**src/rtl/rom_fetch_responder.sv**
```systemverilog
// rom_fetch_responder: answers core instruction fetches by reading
// two 16-bit half-words from external memory and returning one word.
module rom_fetch_responder #(
  parameter logic [31:0] ADDR_BASE = 32'h8000_0000,
  parameter int          MEM_AW    = 22,
  parameter int          TIMEOUT   = 255,
  parameter logic [31:0] NOP_WORD  = 32'h0000_0013
) (
  input  logic              clk,
  input  logic              reset,
  input  logic [31:0]       rom_addr,
  input  logic              rom_re,
  output logic [31:0]       rom_out,
  output logic              rom_oe,
  output logic [MEM_AW-1:0] mem_addr,
  output logic              mem_rd,
  input  logic              mem_ack,
  input  logic [15:0]       mem_rdata,
  output logic              busy,
  output logic              fault
);

  typedef enum logic [2:0] {
    IDLE,
    RD_LO,
    RD_HI,
    RESP,
    GAP
  } state_t;

  localparam logic [15:0] TMAX = 16'(TIMEOUT);

  state_t            state_q, state_d;
  logic [31:0]       rom_out_q, rom_out_d;
  logic [MEM_AW-1:0] mem_addr_q, mem_addr_d;
  logic              mem_rd_q, mem_rd_d;
  logic              flag_q, flag_d;
  logic [15:0]       lo_q, lo_d;
  logic [15:0]       timer_q, timer_d;

  logic [31:0] off;
  logic        ack;
  logic        bad_req;
  logic        unused_off;

  assign off        = rom_addr - ADDR_BASE;
  assign ack        = mem_ack && mem_rd_q;
  assign bad_req    = (rom_addr[1:0] != 2'b00) || (|off[31:MEM_AW+1]);
  assign unused_off = ^off[1:0];

  // Next-state and datapath updates for the fetch sequence.
  always_comb begin
    state_d    = state_q;
    rom_out_d  = rom_out_q;
    mem_addr_d = mem_addr_q;
    mem_rd_d   = mem_rd_q;
    flag_d     = flag_q;
    lo_d       = lo_q;
    timer_d    = timer_q;
    unique case (state_q)
      IDLE: begin
        if (rom_re) begin
          timer_d = 16'd0;
          if (bad_req) begin
            rom_out_d = NOP_WORD;
            flag_d    = 1'b1;
            state_d   = RESP;
          end else begin
            flag_d     = 1'b0;
            mem_rd_d   = 1'b1;
            mem_addr_d = {off[MEM_AW:2], 1'b0};
            state_d    = RD_LO;
          end
        end
      end
      RD_LO: begin
        if (ack) begin
          lo_d          = mem_rdata;
          timer_d       = 16'd0;
          mem_addr_d[0] = 1'b1;
          state_d       = RD_HI;
        end else if (timer_q == TMAX) begin
          mem_rd_d  = 1'b0;
          rom_out_d = NOP_WORD;
          flag_d    = 1'b1;
          state_d   = RESP;
        end else begin
          timer_d = timer_q + 16'd1;
        end
      end
      RD_HI: begin
        if (ack) begin
          mem_rd_d  = 1'b0;
          rom_out_d = {mem_rdata, lo_q};
          state_d   = RESP;
        end else if (timer_q == TMAX) begin
          mem_rd_d  = 1'b0;
          rom_out_d = NOP_WORD;
          flag_d    = 1'b1;
          state_d   = RESP;
        end else begin
          timer_d = timer_q + 16'd1;
        end
      end
      RESP:    state_d = GAP;
      GAP:     state_d = IDLE;
      default: state_d = IDLE;
    endcase
  end

  // State and registered memory-side outputs, cleared asynchronously.
  always_ff @(posedge clk or posedge reset) begin
    if (reset) begin
      state_q    <= IDLE;
      rom_out_q  <= 32'd0;
      mem_addr_q <= '0;
      mem_rd_q   <= 1'b0;
      flag_q     <= 1'b0;
      lo_q       <= 16'd0;
      timer_q    <= 16'd0;
    end else begin
      state_q    <= state_d;
      rom_out_q  <= rom_out_d;
      mem_addr_q <= mem_addr_d;
      mem_rd_q   <= mem_rd_d;
      flag_q     <= flag_d;
      lo_q       <= lo_d;
      timer_q    <= timer_d;
    end
  end

  assign rom_out  = rom_out_q;
  assign rom_oe   = (state_q == RESP);
  assign fault    = (state_q == RESP) && flag_q;
  assign busy     = (state_q != IDLE);
  assign mem_addr = mem_addr_q;
  assign mem_rd   = mem_rd_q;

endmodule

```
**config.mk**
```make
export PLATFORM = sky130hd
export DESIGN_NAME = rom_fetch_responder
export DESIGN_NICKNAME = d
export VERILOG_FILES = /design/src/rtl/rom_fetch_responder.sv
export SDC_FILE = /design/constraint.sdc
export NUM_CORES = 1
export LEC_CHECK = 0
export BUFFER_PORTS_ARGS = -buffer_cell sky130_fd_sc_hd__buf_2
export CAP_MARGIN = 20
export CORE_UTILIZATION = 47
export DETAILED_ROUTE_END_ITERATION = 7
export MAX_ROUTING_LAYER = met4
export PLACE_DENSITY = 0.82
export SYNTH_ARGS = -nofsm -noshare
export SYNTH_HDL_FRONTEND = slang
export SYNTH_SLANG_ARGS = --single-unit
export TNS_END_PERCENT = 20
```
**constraint.sdc**
```tcl
create_clock -name clk -period 2.7 [get_ports clk]
set_input_delay 0.135 -clock clk [delete_from_list [all_inputs] [get_ports clk]]
set_output_delay 0.135 -clock clk [all_outputs]
set_load 0.005 [all_outputs]
```
# --- Word level (Yosys, flattened, before mapping) ---
# Index checks and enable logic that the tools add are counted.
word_totals:
  register_bits: 91
  out_inout_bits: 58
classes:
  add_sub_neg: 2
  n_eq_ne: 12
  muxes: 32
  bitwise_logic: 1
  n_reduce_logical: 18
ops:
  columns: ["operator", "n"]
  rows:
  - ["2-to-1 mux 32 bit", 5]
  - ["case mux 32 bit (3 select lines)", 1]
  - ["2-to-1 mux 16 bit", 4]
  - ["case mux 16 bit (3 select lines)", 1]
  - ["subtractor 32 bit (second input constant)", 1]
  - ["adder 16 x 1 -> 16 bit (second input constant)", 1]
  - ["equality test 16 x 8 -> 1 bit (second input constant)", 1]
  - ["AND reduction 4 bit", 4]
  - ["!= test 2 bit (second input constant)", 7]
  - ["2-to-1 mux 1 bit", 12]
  - ["2-to-1 mux 3 bit", 4]
  - ["case mux 3 bit (4 select lines)", 1]
  - ["OR reduction 9 bit", 1]
  - ["equality test 3 x 2 -> 1 bit (second input constant)", 2]
  - ["AND reduction 3 bit", 2]
  - ["nonzero test 2 bit", 3]
  - ["nonzero test 3 bit", 2]
  - ["case mux 1 bit (2 select lines)", 2]
  - ["equality test 3 x 1 -> 1 bit (second input constant)", 1]
  - ["zero test 3 bit", 1]
  - ["case mux 1 bit (3 select lines)", 1]
  - ["logical AND 1 bit", 2]
  - ["2-to-1 mux 2 bit", 1]
  - ["!= test 2 x 1 -> 1 bit (second input constant)", 1]
  - ["other kinds (4)", 4]

# --- Longest topological paths before layout ---
depth:
  depth_word: 6
  mapped_depth: 8
  ltp_nobuf: 6

# --- Least setup slack after synthesis ---
# No wires, ideal clock.
synth_path:
  kind: "register to register"
  startpoint: "reg timer_q[0]"
  endpoint: "reg timer_q[7]"
  t_arrival_ns: 1.809
  slack_ns: 0.771
  stages_incl_launch_ff: 8
  path_buffers: 1
  period_less_slack_ns: 1.929
  path_cell_list: "dfrtp_1 ha_1 and3_1 and4_1 clkbuf_1 nor4_2 a21oi_1 a31o_2"
synth_between:
  elab_chain_len: 4
  word_cells_on_any_way: 6
  cone_classes: "add/sub (1); eq/ne (1); mux (4)"
synth_rtl:
  columns: ["element", "line_no", "source"]
  rows:
  - ["from (decl)", "39", "logic [15:0] timer_q, timer_d;"]
  - ["from (signal assigned)", "128", "timer_q <= timer_d;"]
  - ["adder 16 x 1 -> 16 bit / equality test 16 x 8 -> 1 bit (equally long branches)", null, null]
  - ["2-to-1 mux 16 bit *", "82, 96", null]
  - ["2-to-1 mux 16 bit, on equally long branches", "92, 77", null]
  - ["case mux 16 bit (3 select lines) *", "60", "unique case (state_q)"]
# Mark *: on every way between the ends. The rest lies on a longest branch, timed or not. The select of a mux whose other input is x is not followed.
# A chain may end at the register's enable or synchronous reset.

# --- Worst setup path in the final report ---
layout_path:
  startpoint: "reg state_q[0]"
  endpoint: "reg rom_out_q[17], in the netlist rom_out[17]"
layout_between:
  elab_chain_len: 3
  word_cells_on_any_way: 9
  cone_classes: "eq/ne (5); mux (1); reduce/logical (3)"
layout_rtl:
  columns: ["element", "line_no", "source"]
  rows:
  - ["from (decl)", "33", "state_t state_q, state_d;"]
  - ["from (signal assigned)", "122", "state_q <= state_d;"]
  - ["equality test 3 x 1 -> 1 bit (tied with other cells)", "60", null]
  - ["!= test 2 bit (no line) / nonzero test 3 bit (equally long branches)", null, null]
  - ["AND reduction 4 bit (no line)", null, null]
  - ["to (signal assigned)", "123", "rom_out_q <= rom_out_d;"]
  - ["to (decl)", "34", "logic [31:0] rom_out_q, rom_out_d;"]
# Several ways; a longest one is shown, not always the timed one.

==> impl_metrics.json <==
{
  "worstPathArrival_ns": 2.34,
  "min_period_ns": 2.09,
  "drt_pass1_iterations": 4,
  "cts_made_buffers": 9,
  "hold_depth": 2,
  "portBuffers": 109,
  "design.core.area_sq_um": 7810,
  "path_class": "reg2reg",
  "cts_tree": "done",
  "worst_skew_pair.late_latency_ns": 0.36,
  "start_util": 0.492,
  "start_kind": "flip-flop",
  "num_vias": 2873,
  "drt-initial-drc-count": 108,
  "reg2reg_depth": 5,
  "leakage_nw": 2.58,
  "yosys_warnings": 0,
  "fin_skew_ns": 0.00838,
  "die-height_um": 92.4,
  "synth_area_sq_um": 3840,
  "utilization": 0.633,
  "grt_pass1_wl_mm": 13.5,
  "nets": 488,
  "yosysSeqAreaShare": 0.592,
  "hold_path.class": "in2reg",
  "endpoint_kind": "flip-flop",
  "finalSetupViolations": 0,
  "p_total_mw": 3.23,
  "finalCritPeriodShare": 0.775,
  "via_per_inst": 5.30,
  "rows": 32,
  "synth_common_cells": "91 x dfrtp_1, 37 x mux2_2, 29 x a22o_1",
  "yosysTopAreaCellShare": 0.592,
  "synth_edf_count": 0,
  "worst_ep_required_time_ns": 2.95,
  "cap_violations": 0,
  "cts_htree_levels": 3,
  "slew-limit-headroom": 0.629,
  "hold_slack_ns": 0.0148,
  "root_buffer": "clkbuf_8",
  "synthDistinctLibCells": 43,
  "synth_top_cell_by_area": "dfrtp_1",
  "post-place-cells": 502,
  "path_max_fanout": 29,
  "clkTransAtPathRegs_ns": 0.09,
  "syn_nets": 354,
  "rsz0062_at_grt": "false",
  "ir_worst_vdd_mv": 0.418,
  "synth.most_common_cell": "dfrtp_1",
  "drive_above_1_share": 0.400,
  "overflow": 0,
  "powerDensity_nw_per_um2": 654,
  "grt_max_degree": 74,
  "synthTopCellsByArea": "dfrtp_1 59%, mux2_2 11%, a22o_1 6.6%",
  "die_w_um": 92.4,
  "antenna_found_initial": 0,
  "antenna_left": 0,
  "diodes": 0,
  "place_congestion": 0.822,
  "report.final.slew_viol_count": 0,
  "dp_slack_ns": 0.613,
  "die_area_sq_um": 8540,
  "syn_inst": 301,
  "finalHoldViolations": 0,
  "drc": 0,
  "routedWlPerCell_um": 15.3,
  "final_area_sq_um": 4940,
  "max_freq_ghz": 0.478,
  "area_growth_pct": 28.6,
  "io_pins": 110,
  "first_global_vias": 2760,
  "syn_avg_cell_area_sq_um": 12.8,
  "grt_use_total": 0.209,
  "cts_sinks": 91,
  "finalWorstSetupSlack_ns": 0.608,
  "drt_wl_total_mm": 8.30,
  "cts_buffer_depth": 2,
  "placed_area_sq_um": 4490,
  "final_cells": 542,
  "status": "complete, no violations",
  "tightest_slew_ns": 0.553,
  "synth_seq_cells": 91,
  "synthFlopType": "dfrtp_1",
  "tns_ns": 0,
  "async_flop_share": 1.00,
  "dpl.hpwl_mm": 5.58
}
## kinds of logic after synthesis
group | after synthesis | share of synthesized area
and+or+nand+nor | 84 | 0.127
buffers and inverters | 21 | 0.0277
DFF | 91 | 0.592
xor gates and xnor gates | 13 | 0.0296
AOI/OAI and AO/OA | 53 | 0.109
muxes | 38 | 0.111
adders and majority gates | 1 | 0.00325
## routing by layer
layer | vias up | global-route usage | wire length (um)
li1 | 1362 | - | -
met1 | 1404 | 0.277 | 3750
met2 | 99 | 0.322 | 3970
met3 | 8 | 0.0591 | 501
met4 | 0 | 0.0456 | 76
met5 | - | - | 0
## placed cells by master (no fill, tap or decap), types with 5 or more instances in the layout
master         instances
nand2b_1               5
nor3_1                 5
nand2_1               12
a21oi_1                8
nand3_1                8
clkbuf_8              10
a22o_1                29
buf_4                  5
nor2_1                20
nor4_1                 9
dlygate4sd3_1         24
dfrtp_1               91
mux2_2                37
buf_2                109
xnor2_1               13
## state kept, by name (all words and copies together) (netlist names)
| register | cells |
|---|---|
| flag_q | 1 |
| state_q | 3 |
| lo_q | 16 |
| timer_q | 16 |
| mem_rd | 1 |
| rom_out | 32 |
| mem_addr | 22 |
## repair_timing
item | 4_1_cts | 5_1_grt
resized for setup | 0 | 0
buffers inserted | 0 | 0
hold endpoints to repair | 36 | 5
hold buffers | 19 | 5
## path summary, 6_finish.rpt
kind	from	to	slack [ns]
setup / recovery	state_q[0]	rom_out[17]	0.61
hold / removal	mem_rdata[6]	rom_out[22]	0.01
setup reg to reg	state_q[0]	rom_out[17]	0.61
hold reg to reg	mem_addr[0]	mem_addr[0]	0.49
max in group asynchronous	reset	rom_out[2]	1.76
min in group asynchronous	reset	mem_addr[18]	0.27
## critical path, cell delays in order, from the launching register on
cell and delay, ns:
dfrtp_1 0.61, nor3_1 0.11, a211oi_1 0.47, nand3b_2 0.21, a31o_4 0.36, a22o_1 0.22
## power by group
part           switching (mW)  total [mW]  internal (mW)
Sequential              0.109        1.53           1.42
Clock                   0.498       0.961          0.463
Combinational           0.454       0.749          0.295
## final cells by class
class | instances | area, sq um
clock buffers | 10 | 138
repair buffers | 139 | 843
multi-input cells | 189 | 1470
flip-flops and latches | 91 | 2280
well taps | 102 | 128
clock inverters | 6 | 72.6
fillers | 603 | 2860
inverters | 5 | 20.0
(Power assumes the default switching activity.)
